**config.mk**
```make
export PLATFORM = sky130hd
export DESIGN_NAME = serial_frame_rx_flat
export DESIGN_NICKNAME = d
export VERILOG_FILES = /design/src/rtl/serial_link_pkg.sv /design/src/rtl/serial_frame_rx_if.sv /design/src/rtl/sat_counter.sv /design/src/rtl/serial_frame_rx.sv /design/src/flat_wrapper.sv
export SDC_FILE = /design/constraint.sdc
export NUM_CORES = 1
export LEC_CHECK = 0
export CORE_MARGIN = 2
export CORE_UTILIZATION = 50
export DETAILED_ROUTE_END_ITERATION = 8
export PLACE_DENSITY = 0.76
export SYNTH_ARGS = -nofsm -noshare
export SYNTH_HDL_FRONTEND = slang
export SYNTH_HIERARCHICAL = 1
export SYNTH_SLANG_ARGS = --single-unit
```
**constraint.sdc**
```tcl
create_clock -name i_clk -period 1.9 [get_ports i_clk]
set_input_delay 0.19 -clock i_clk [delete_from_list [all_inputs] [get_ports i_clk]]
set_output_delay 0.19 -clock i_clk [all_outputs]
set_load 0.05 [all_outputs]
```
**src/rtl/serial_link_pkg.sv**
```systemverilog
// Shared definitions for the single-bit framed serial link: receiver FSM states,
// line-level bit constants and the even-parity helper also used by the transmitter.
package serial_link_pkg;

    typedef enum logic [1:0] {
        IDLE   = 2'd0,
        DATA   = 2'd1,
        PARITY = 2'd2,
        STOP   = 2'd3
    } state_e;

    localparam logic START_BIT = 1'b1;
    localparam logic STOP_BIT  = 1'b0;

    localparam int unsigned MAX_DATA_W = 32;

    // Narrower words are zero-extended by the caller, which leaves the XOR unchanged.
    function automatic logic even_parity(input logic [MAX_DATA_W-1:0] data);
        return ^data;
    endfunction

endpackage

```
**src/rtl/serial_frame_rx_if.sv**
```systemverilog
// Word-level valid/ready handshake between the frame receiver and its consumer.
interface serial_frame_rx_if #(
    parameter int DATA_W = 8
) ();

    logic [DATA_W-1:0] o_data;
    logic              o_valid;
    logic              i_ready;

    modport master (
        output o_data,
        output o_valid,
        input  i_ready
    );

    modport slave (
        input  o_data,
        input  o_valid,
        output i_ready
    );

endinterface

```
**src/rtl/sat_counter.sv**
```systemverilog
// Event counter that sticks at its all-ones value instead of wrapping.
module sat_counter #(
    parameter int CNT_W = 8
) (
    input  logic             i_clk,
    input  logic             i_srst,
    input  logic             i_inc,
    output logic [CNT_W-1:0] o_cnt
);

    logic [CNT_W-1:0] cnt_q;
    logic [CNT_W-1:0] cnt_d;

    always_comb begin
        cnt_d = cnt_q;
        if (i_inc && (cnt_q != '1)) begin
            cnt_d = cnt_q + CNT_W'(1);
        end
    end

    always_ff @(posedge i_clk) begin
        if (i_srst) begin
            cnt_q <= '0;
        end else begin
            cnt_q <= cnt_d;
        end
    end

    assign o_cnt = cnt_q;

endmodule

```
**src/rtl/serial_frame_rx.sv**
```systemverilog
// Serial frame receiver: start bit, DATA_W data bits LSB first, even parity, stop bit;
// good words go to a one-entry valid/ready holding register, errors are counted.
module serial_frame_rx
    import serial_link_pkg::*;
#(
    parameter int DATA_W = 8,
    parameter int CNT_W  = 8
) (
    input  logic                 i_clk,
    input  logic                 i_srst,
    input  logic                 i_bit,
    input  logic                 i_bitValid,
    serial_frame_rx_if.master    rx,
    output logic                 o_busy,
    output logic [CNT_W-1:0]     o_parityErrCnt,
    output logic [CNT_W-1:0]     o_frameErrCnt,
    output logic [CNT_W-1:0]     o_overflowCnt
);

    localparam int unsigned BIT_CNT_W = (DATA_W > 2) ? $clog2(DATA_W) : 1;
    localparam logic [BIT_CNT_W-1:0] LAST_BIT = BIT_CNT_W'(DATA_W - 1);

    state_e                state_q, state_d;
    logic [BIT_CNT_W-1:0]  cnt_q, cnt_d;
    logic [DATA_W-1:0]     shreg_q, shreg_d;
    logic                  perr_q, perr_d;
    logic [DATA_W-1:0]     data_q, data_d;
    logic                  valid_q, valid_d;
    logic                  busy_q, busy_d;

    logic                  pop;
    logic                  parity_inc;
    logic                  frame_inc;
    logic                  ovf_inc;

    always_comb begin
        state_d    = state_q;
        cnt_d      = cnt_q;
        shreg_d    = shreg_q;
        perr_d     = perr_q;
        data_d     = data_q;
        valid_d    = valid_q;
        parity_inc = 1'b0;
        frame_inc  = 1'b0;
        ovf_inc    = 1'b0;

        pop = valid_q & rx.i_ready;
        if (pop) begin
            valid_d = 1'b0;
        end

        if (i_bitValid) begin
            unique case (state_q)
                IDLE: begin
                    if (i_bit == START_BIT) begin
                        state_d = DATA;
                        cnt_d   = '0;
                    end
                end
                DATA: begin
                    shreg_d = {i_bit, shreg_q[DATA_W-1:1]};
                    cnt_d   = cnt_q + BIT_CNT_W'(1);
                    if (cnt_q == LAST_BIT) begin
                        state_d = PARITY;
                    end
                end
                PARITY: begin
                    perr_d  = even_parity(MAX_DATA_W'(shreg_q)) ^ i_bit;
                    state_d = STOP;
                end
                STOP: begin
                    // A bad stop bit masks parity; a good word loads only into a free
                    // or simultaneously-drained holding register.
                    state_d = IDLE;
                    if (i_bit != STOP_BIT) begin
                        frame_inc = 1'b1;
                    end else if (perr_q) begin
                        parity_inc = 1'b1;
                    end else if (!valid_q || pop) begin
                        data_d  = shreg_q;
                        valid_d = 1'b1;
                    end else begin
                        ovf_inc = 1'b1;
                    end
                end
                default: state_d = IDLE;
            endcase
        end

        busy_d = (state_d != IDLE);
    end

    always_ff @(posedge i_clk) begin
        if (i_srst) begin
            state_q <= IDLE;
            cnt_q   <= '0;
            shreg_q <= '0;
            perr_q  <= 1'b0;
            data_q  <= '0;
            valid_q <= 1'b0;
            busy_q  <= 1'b0;
        end else begin
            state_q <= state_d;
            cnt_q   <= cnt_d;
            shreg_q <= shreg_d;
            perr_q  <= perr_d;
            data_q  <= data_d;
            valid_q <= valid_d;
            busy_q  <= busy_d;
        end
    end

    assign rx.o_data  = data_q;
    assign rx.o_valid = valid_q;
    assign o_busy     = busy_q;

    sat_counter #(.CNT_W(CNT_W)) u_parity_cnt (
        .i_clk  (i_clk),
        .i_srst (i_srst),
        .i_inc  (parity_inc),
        .o_cnt  (o_parityErrCnt)
    );

    sat_counter #(.CNT_W(CNT_W)) u_frame_cnt (
        .i_clk  (i_clk),
        .i_srst (i_srst),
        .i_inc  (frame_inc),
        .o_cnt  (o_frameErrCnt)
    );

    sat_counter #(.CNT_W(CNT_W)) u_overflow_cnt (
        .i_clk  (i_clk),
        .i_srst (i_srst),
        .i_inc  (ovf_inc),
        .o_cnt  (o_overflowCnt)
    );

endmodule

```
**src/flat_wrapper.sv**
```systemverilog
// flat-port wrapper written by rule: the top's interface ports become plain ports
module serial_frame_rx_flat import serial_link_pkg::*;
#(
    parameter int DATA_W = 8,
    parameter int CNT_W  = 8
)
  (i_clk, i_srst, i_bit, i_bitValid, o_busy, o_parityErrCnt, o_frameErrCnt, o_overflowCnt, rx_o_data, rx_o_valid, rx_i_ready);
  serial_frame_rx_if #(.DATA_W(DATA_W)) rx_i ();
  input  logic i_clk;
  input  logic i_srst;
  input  logic i_bit;
  input  logic i_bitValid;
  output logic o_busy;
  output logic [CNT_W-1:0] o_parityErrCnt;
  output logic [CNT_W-1:0] o_frameErrCnt;
  output logic [CNT_W-1:0] o_overflowCnt;
  output wire logic [$bits(rx_i.o_data)-1:0] rx_o_data;
  output wire logic [$bits(rx_i.o_valid)-1:0] rx_o_valid;
  input wire logic [$bits(rx_i.i_ready)-1:0] rx_i_ready;
  assign rx_o_data = rx_i.o_data;
  assign rx_o_valid = rx_i.o_valid;
  assign rx_i.i_ready = rx_i_ready;
  serial_frame_rx #(.DATA_W(DATA_W), .CNT_W(CNT_W)) u_core (.i_clk(i_clk), .i_srst(i_srst), .i_bit(i_bit), .i_bitValid(i_bitValid), .rx(rx_i), .o_busy(o_busy), .o_parityErrCnt(o_parityErrCnt), .o_frameErrCnt(o_frameErrCnt), .o_overflowCnt(o_overflowCnt));
endmodule
```
== Yosys cells after proc, flatten, opt, wreduce, memory -nomap -nowiden ==
Index checks and enable logic that the tools add are counted.

* Input bits: 5
* Output and inout port bits: 34
* Register bits: 48
* Word-level logic and storage cells: 63

* Equal/unequal tests: 8
* Reduce and logical (&&, ||, !) cells: 13
* Muxes and demuxes: 24
* Bitwise operators: 4
* Add/subtract/negate cells: 4

{| class="wikitable"
|+ Operator list
! kind !! count
|-
| 32-bit XOR reduction || 1
|-
| 8-bit by 1-bit adder with 8-bit output (second input constant) || 3
|-
| 8-bit inequality test (second input constant) || 3
|-
| 1-bit 2-to-1 mux || 18
|-
| 2-bit one-hot mux with 4 select lines || 1
|-
| 2-bit 2-to-1 mux || 3
|-
| 3-bit one-hot mux with 2 select lines || 1
|-
| 5-bit AND reduction || 1
|-
| 2-bit equality test (second input constant) || 2
|-
| 2-bit AND reduction || 2
|-
| 2-bit nonzero test || 2
|-
| 3-bit by 1-bit adder with 3-bit output (second input constant) || 1
|-
| 3-bit equality test (second input constant) || 1
|-
| 1-bit logical AND || 3
|-
| 3-bit 2-to-1 mux || 1
|-
| 3-bit AND reduction || 1
|-
| 2-bit by 1-bit equality test with 1-bit output (second input constant) || 1
|-
| 2-bit logical NOT || 1
|-
| 2-bit inequality test (second input constant) || 1
|-
| 1-bit NOT || 2
|-
| 1-bit AND || 1
|-
| 1-bit logical NOT || 1
|-
| 1-bit logical OR || 1
|-
| 1-bit XOR || 1
|}

== Depth between registers and ports, before layout ==
* Depth after elaboration: 8
* Gate-level depth with buffers: 6
* Mapped depth without buffers: 6

== By module ==
Netlist, hierarchy kept.

{| class="wikitable"
|+ Modules (own cells, without submodules)
! module !! times used !! seq. area each (um^2) !! area an instance (um^2) !! cells each
|-
| sat_counter || 3 || 160.2 || 430.4 || 46
|-
| serial_frame_rx || 1 || 480.5 || 1043.5 || 113
|}

== Worst setup path after synthesis ==
No wires, ideal clock.

* Kind: reg2reg
* From: register u_core.valid_q (netlist: u_core/rx.o_valid)
* To: register u_core.u_overflow_cnt.cnt_q[3] (netlist: u_core/u_overflow_cnt/o_cnt[3])
* Arrival: 1.989 ns
* Buffers on the path: 0
* Library setup time: 0.069 ns
* Path slack: -0.158 ns
* Stages on the path, launching flop included: 6
* Required time: 1.831 ns
* Period minus slack after synthesis: 2.058 ns
* Cells stage by stage: dfxtp_1 -> or2b_2 -> nor3_1 -> nand4_1 -> or3_2 -> o21ai_1

* Longest elaborated chain between the ends: 8
* Elaborated cells on any way between the ends: 9
* Those cells by class: mux: 5; bitwise: 1; reduce/logical: 3

{| class="wikitable"
|+ Ends and longest elaborated chain
! element !! RTL line !! source
|-
| from (decl) || serial_frame_rx.sv:28 || <nowiki>logic valid_q, valid_d;</nowiki>
|-
| from (signal assigned) || serial_frame_rx.sv:108 || <nowiki>valid_q <= valid_d;</nowiki>
|-
| 1-bit AND / 1-bit logical NOT (equally long branches) || serial_frame_rx.sv:47, serial_frame_rx.sv:79 ||
|-
| 1-bit logical OR (*) || serial_frame_rx.sv:79 || <nowiki>end else if (!valid_q || pop) begin</nowiki>
|-
| 1-bit 2-to-1 mux (*) || serial_frame_rx.sv:79 ||
|-
| 1-bit 2-to-1 mux (*) || serial_frame_rx.sv:77 || <nowiki>end else if (perr_q) begin</nowiki>
|-
| 1-bit 2-to-1 mux (*) || serial_frame_rx.sv:75 || <nowiki>if (i_bit != STOP_BIT) begin</nowiki>
|-
| 1-bit 2-to-1 mux (*) || serial_frame_rx.sv:53 || <nowiki>unique case (state_q)</nowiki>
|-
| 1-bit 2-to-1 mux (*) || serial_frame_rx.sv:52 || <nowiki>if (i_bitValid) begin</nowiki>
|-
| named net u_core.ovf_inc || serial_frame_rx.sv:34 || <nowiki>logic ovf_inc;</nowiki>
|-
| 1-bit logical AND (*) || sat_counter.sv:16 || <nowiki>if (i_inc && (cnt_q != '1)) begin</nowiki>
|-
| to (signal assigned) || sat_counter.sv:25 || <nowiki>cnt_q <= cnt_d;</nowiki>
|-
| to (decl) || sat_counter.sv:11 || <nowiki>logic [CNT_W-1:0] cnt_q;</nowiki>
|}

The timed path passes the listed nets; every way through them passes the cells marked *.
A chain may end at the register's enable or synchronous reset.

== Worst setup path after layout ==
* From: register u_core.u_frame_cnt.cnt_q[3] (netlist: u_core/u_frame_cnt/o_cnt[3])
* To: output port o_frameErrCnt[3]

{| class="wikitable"
|+ RTL lines
! element !! RTL line !! source
|-
| from (decl) || sat_counter.sv:11 ||
|-
| from (signal assigned) || sat_counter.sv:25 ||
|-
| to (decl) || flat_wrapper.sv:15 || <nowiki>output logic [CNT_W-1:0] o_frameErrCnt;</nowiki>
|}

No word-level cell between the ends.

==> summary.md <==
| Metric | Value |
|---|---|
| Port buffer count | `38` |
| Finished Core Util | `65.4%` |
| Setup TNS | `0 ns` |
| Clock sink count | `48` |
| H-tree depth | `2` |
| Vias post-DR | `1956` |
| Row count | `24` |
| Worst clock skew | `0.00826 ns` |
| Measured slew at the worst slew-check pin | `roughly 0.50 ns` |
| Max-cap violations | `0` |
| CTS Buf Count | `5` |
| Share of layout cells above drive strength 1 | `about an eighth` |
| CTS Hold Bufs | `0` |
| Syn Std Cell Area | `0.00233 mm^2` |
| Commonest cells after routing, fill and taps aside | `47 x dfxtp_1, 38 x clkdlybuf4s50_1, 35 x nand2_1, 25 x a21oi_1, 18 x nor2_1` |
| Status | `completed` |
| Worst Setup Path Type | `register to primary output` |
| Final setup fails | `0` |
| Worst vdd ir | `0.544 mV` |
| Die Wd | `72.3 um` |
| Post-Syn Nets | `roughly 260` |
| Critical path required time | `around 1.7 ns` |
| RSZ-0062 raised after global routing | `false` |
| GRT Total Usage | `around a fifth` |
| CP top delay family | `buffers and inverters` |
| Post-DP HPWL | `3230 um` |
| Avg Cell Area, Syn | `between 9 and 10 um^2` |
| CP Max Fanout | `8` |
| Die area | `0.00523 mm^2` |
| Drt total wl | `between 4000 and 5000 um` |
| DR pass1 iterations | `5` |
| First-pass GRT wire length | `8100 um` |
| CP cell instances | `clkdlybuf4s50_1` |
| DR vias/cell | `5.64` |
| Placed Area | `approximately 0.0028 mm^2` |
| Antenna cell count | `0` |
| Cts repair resizes | `0` |
| Max incr delay on CP | `0.86 ns` |
| Avg WL per Cell | `around 14 um` |
| Critical Path Slowest Stage Cell | `clkdlybuf4s50_1` |
| FILL cells | `365` |
| Routed Antenna Nets | `0` |
| Crit start category | `register` |
| Die H | `~72 um` |
| Yosys warns | `6` |
| Kind of end point of the critical path | `primary output` |
| Layout area overhead | `23.6%` |
| Initial DRC count | `83` |
| Postcts setup bufs | `0` |
| Worst hold path class | `register to register` |
| Number of remaining DRC errors | `0` |
| Core area | `0.00441 mm^2` |
| Hold Crit Start | `u_core/rx.o_data[2]` |
| Slew margin rel. | `approximately two thirds` |
| Number of synthesized register bits | `48` |
| GRT overflow | `0` |
| GPL Wtd Cong | `0.797` |
| Initial antenna violation count | `0` |
| Vias in the first global route | `1740` |
| Fin nets | `slightly above 300` |
| Fin crit share | `96.1%` |
| # IOs | `39` |
| Pin count of the biggest net entering global routing | `49` |
| FF+latch area | `962 um^2` |
| Buf/Inv on CP | `1` |
| Slew Limit Fails | `0` |
| Final worst path period need | `~1.8 ns` |
| Final hold vios | `0` |
| Crit path launch | `u_core/u_frame_cnt/o_cnt[3]` |
| Reg2reg start | `u_core/state_q[0]` |
| Max Clk Rate | `~550 MHz` |
| Sequential element share of the synthesized area | `41.2%` |
| Leakage power | `roughly 1.0 nW` |
| Clk Latency, worst-skew pair | `roughly 0.30 ns` |
| TritonCTS clock tree | `done` |
| CTS Root Cell | `clkbuf_8` |
| Pwr/cell area | `629 mW/mm^2` |
| Post-route cell area | `0.00289 mm^2` |
| Clock transition at path regs | `0.09 ns` |
| Commonest non-fill, non-tap cell in the layout | `dfxtp_1` |
| Synth Instances | `251` |
| Worst path arrival time | `roughly 1.6 ns` |
| Clock buffer depth | `2` |
| Yosys cell types | `41` |
| Multi-input gate area | `around 0.0013 mm^2` |
| Initial Util | `52.9%` |
## path summary, 6_finish.rpt
check / endpoint / slack (ns) / cells past startpoint
max: o_frameErrCnt[3] / 0.07 / 1
min: u_core/rx.o_data[2] / 0.50 / 2
max reg2reg: u_core/u_overflow_cnt/o_cnt[6] / 0.19 / 5
min reg2reg: u_core/rx.o_data[2] / 0.50 / 2
## metal layers
metal / vias to the layer above / global-route usage (%) / wire length, um
li1: 994 / - / -
met1: 908 / 26.1 / 2330
met2: 49 / 30.6 / 2260
met3: 5 / 4.17 / 204
met4: 0 / 6.08 / 58
met5: - / 0 / 0
## flip-flops by register name, indices dropped and copies added, names as in the netlist, 2 cells and up
register and flops:
u_core/u_overflow_cnt/o_cnt 8, u_core/shreg_q 8, u_core/u_parity_cnt/o_cnt 8, u_core/cnt_q 3, u_core/rx.o_data 8, u_core/u_frame_cnt/o_cnt 8, u_core/state_q 2
## worst register-to-register path: stages (launching register included)
cell      delay [ns]
dfxtp_1         0.52
nand4b_4        0.18
nor3_2          0.27
buf_4           0.17
nand3_1         0.11
o311a_1         0.35
## logic make-up (layout without fill, tap and decap cells)
kind of cell | after synthesis | count (layout) | share of synthesized area [%]
AOI/OAI and AO/OA | 62 | 62 | 18.5
xor gates and xnor gates | 6 | 6 | 2.84
adders and majority gates | 5 | 5 | 2.68
buffers and inverters | 14 | 58 | 3.91
DFF | 48 | 48 | 41.2
muxes | 15 | 15 | 7.07
and+or+nand+nor | 101 | 101 | 23.8
## report_power, final
| part | switching (W) | internal (W) | leakage, nW |
|---|---|---|---|
| clock | 0.000334 | 0.000391 | 0.0552 |
| combinational | 0.0000452 | 0.0000311 | 0.588 |
| sequential | 0.00000609 | 0.00101 | 0.387 |
| total | 0.000385 | 0.00143 | 1.03 |
## area by class of cell
| cell class | count | share of cell area [%] |
|---|---|---|
| repair buffers | 45 | 15.4 |
| flip-flops and latches | 48 | 33.3 |
| well taps | 52 | 2.25 |
| inverters | 5 | 0.650 |
| clock inverters | 2 | 1.21 |
| multi-input cells | 189 | 44.6 |
| clock buffers | 6 | 2.51 |
## synthesized netlist by cell type
library cell  number  area share (%)
and3_4             3             1.4
or3_2              3            0.96
and4_1             6             2.3
or2b_2             1            0.38
nand2b_1           3            0.80
a21boi_0           3            0.96
inv_1              5            0.80
nand4_1            7             1.9
nor3b_2            1            0.54
o21bai_1           6             1.9
dfxtp_1           48              41
clkbuf_1           2            0.32
nor2_1            18             2.9
o211ai_1           2            0.64
ha_1               5             2.7
mux2_4             3             1.9
buf_4              2            0.64
buf_6              4             1.9
xnor2_1            3             1.1
nand3_1            7             1.5
a21boi_4           3             2.4
mux2i_1           12             5.1
o311a_1            3             1.3
and2b_2            3             1.1
and4_2             1            0.43
or2_2              2            0.54
o21a_1             1            0.32
buf_2              1            0.21
a211oi_1           6             1.9
xnor3_1            1            0.96
o21ai_1            3            0.64
o21ai_0            2            0.43
nor3_1             7             1.5
a311oi_1           3             1.1
a21oi_1           25             5.4
nand3b_1           3            0.96
xor2_1             2            0.75
nand4b_4           1             1.0
a31oi_1            3            0.80
nand2_1           35             5.6
a22oi_1            2            0.64
## through the flow
step | hold WS, ns | power, W | worst slack (ns) | instances
floorplan | 0.262 | 0.00108 | 0.131 | 251
global placement | 0.480 | 0.00111 | 0.0277 | 339
detailed placement | 0.483 | 0.00112 | -0.0204 | 339
CTS | 0.503 | 0.00184 | 0.0701 | 347
global route | 0.525 | 0.00189 | 0.00875 | 347
finish | 0.500 | 0.00182 | 0.0745 | 347
Note: power is estimated with default switching activity, not from simulation.
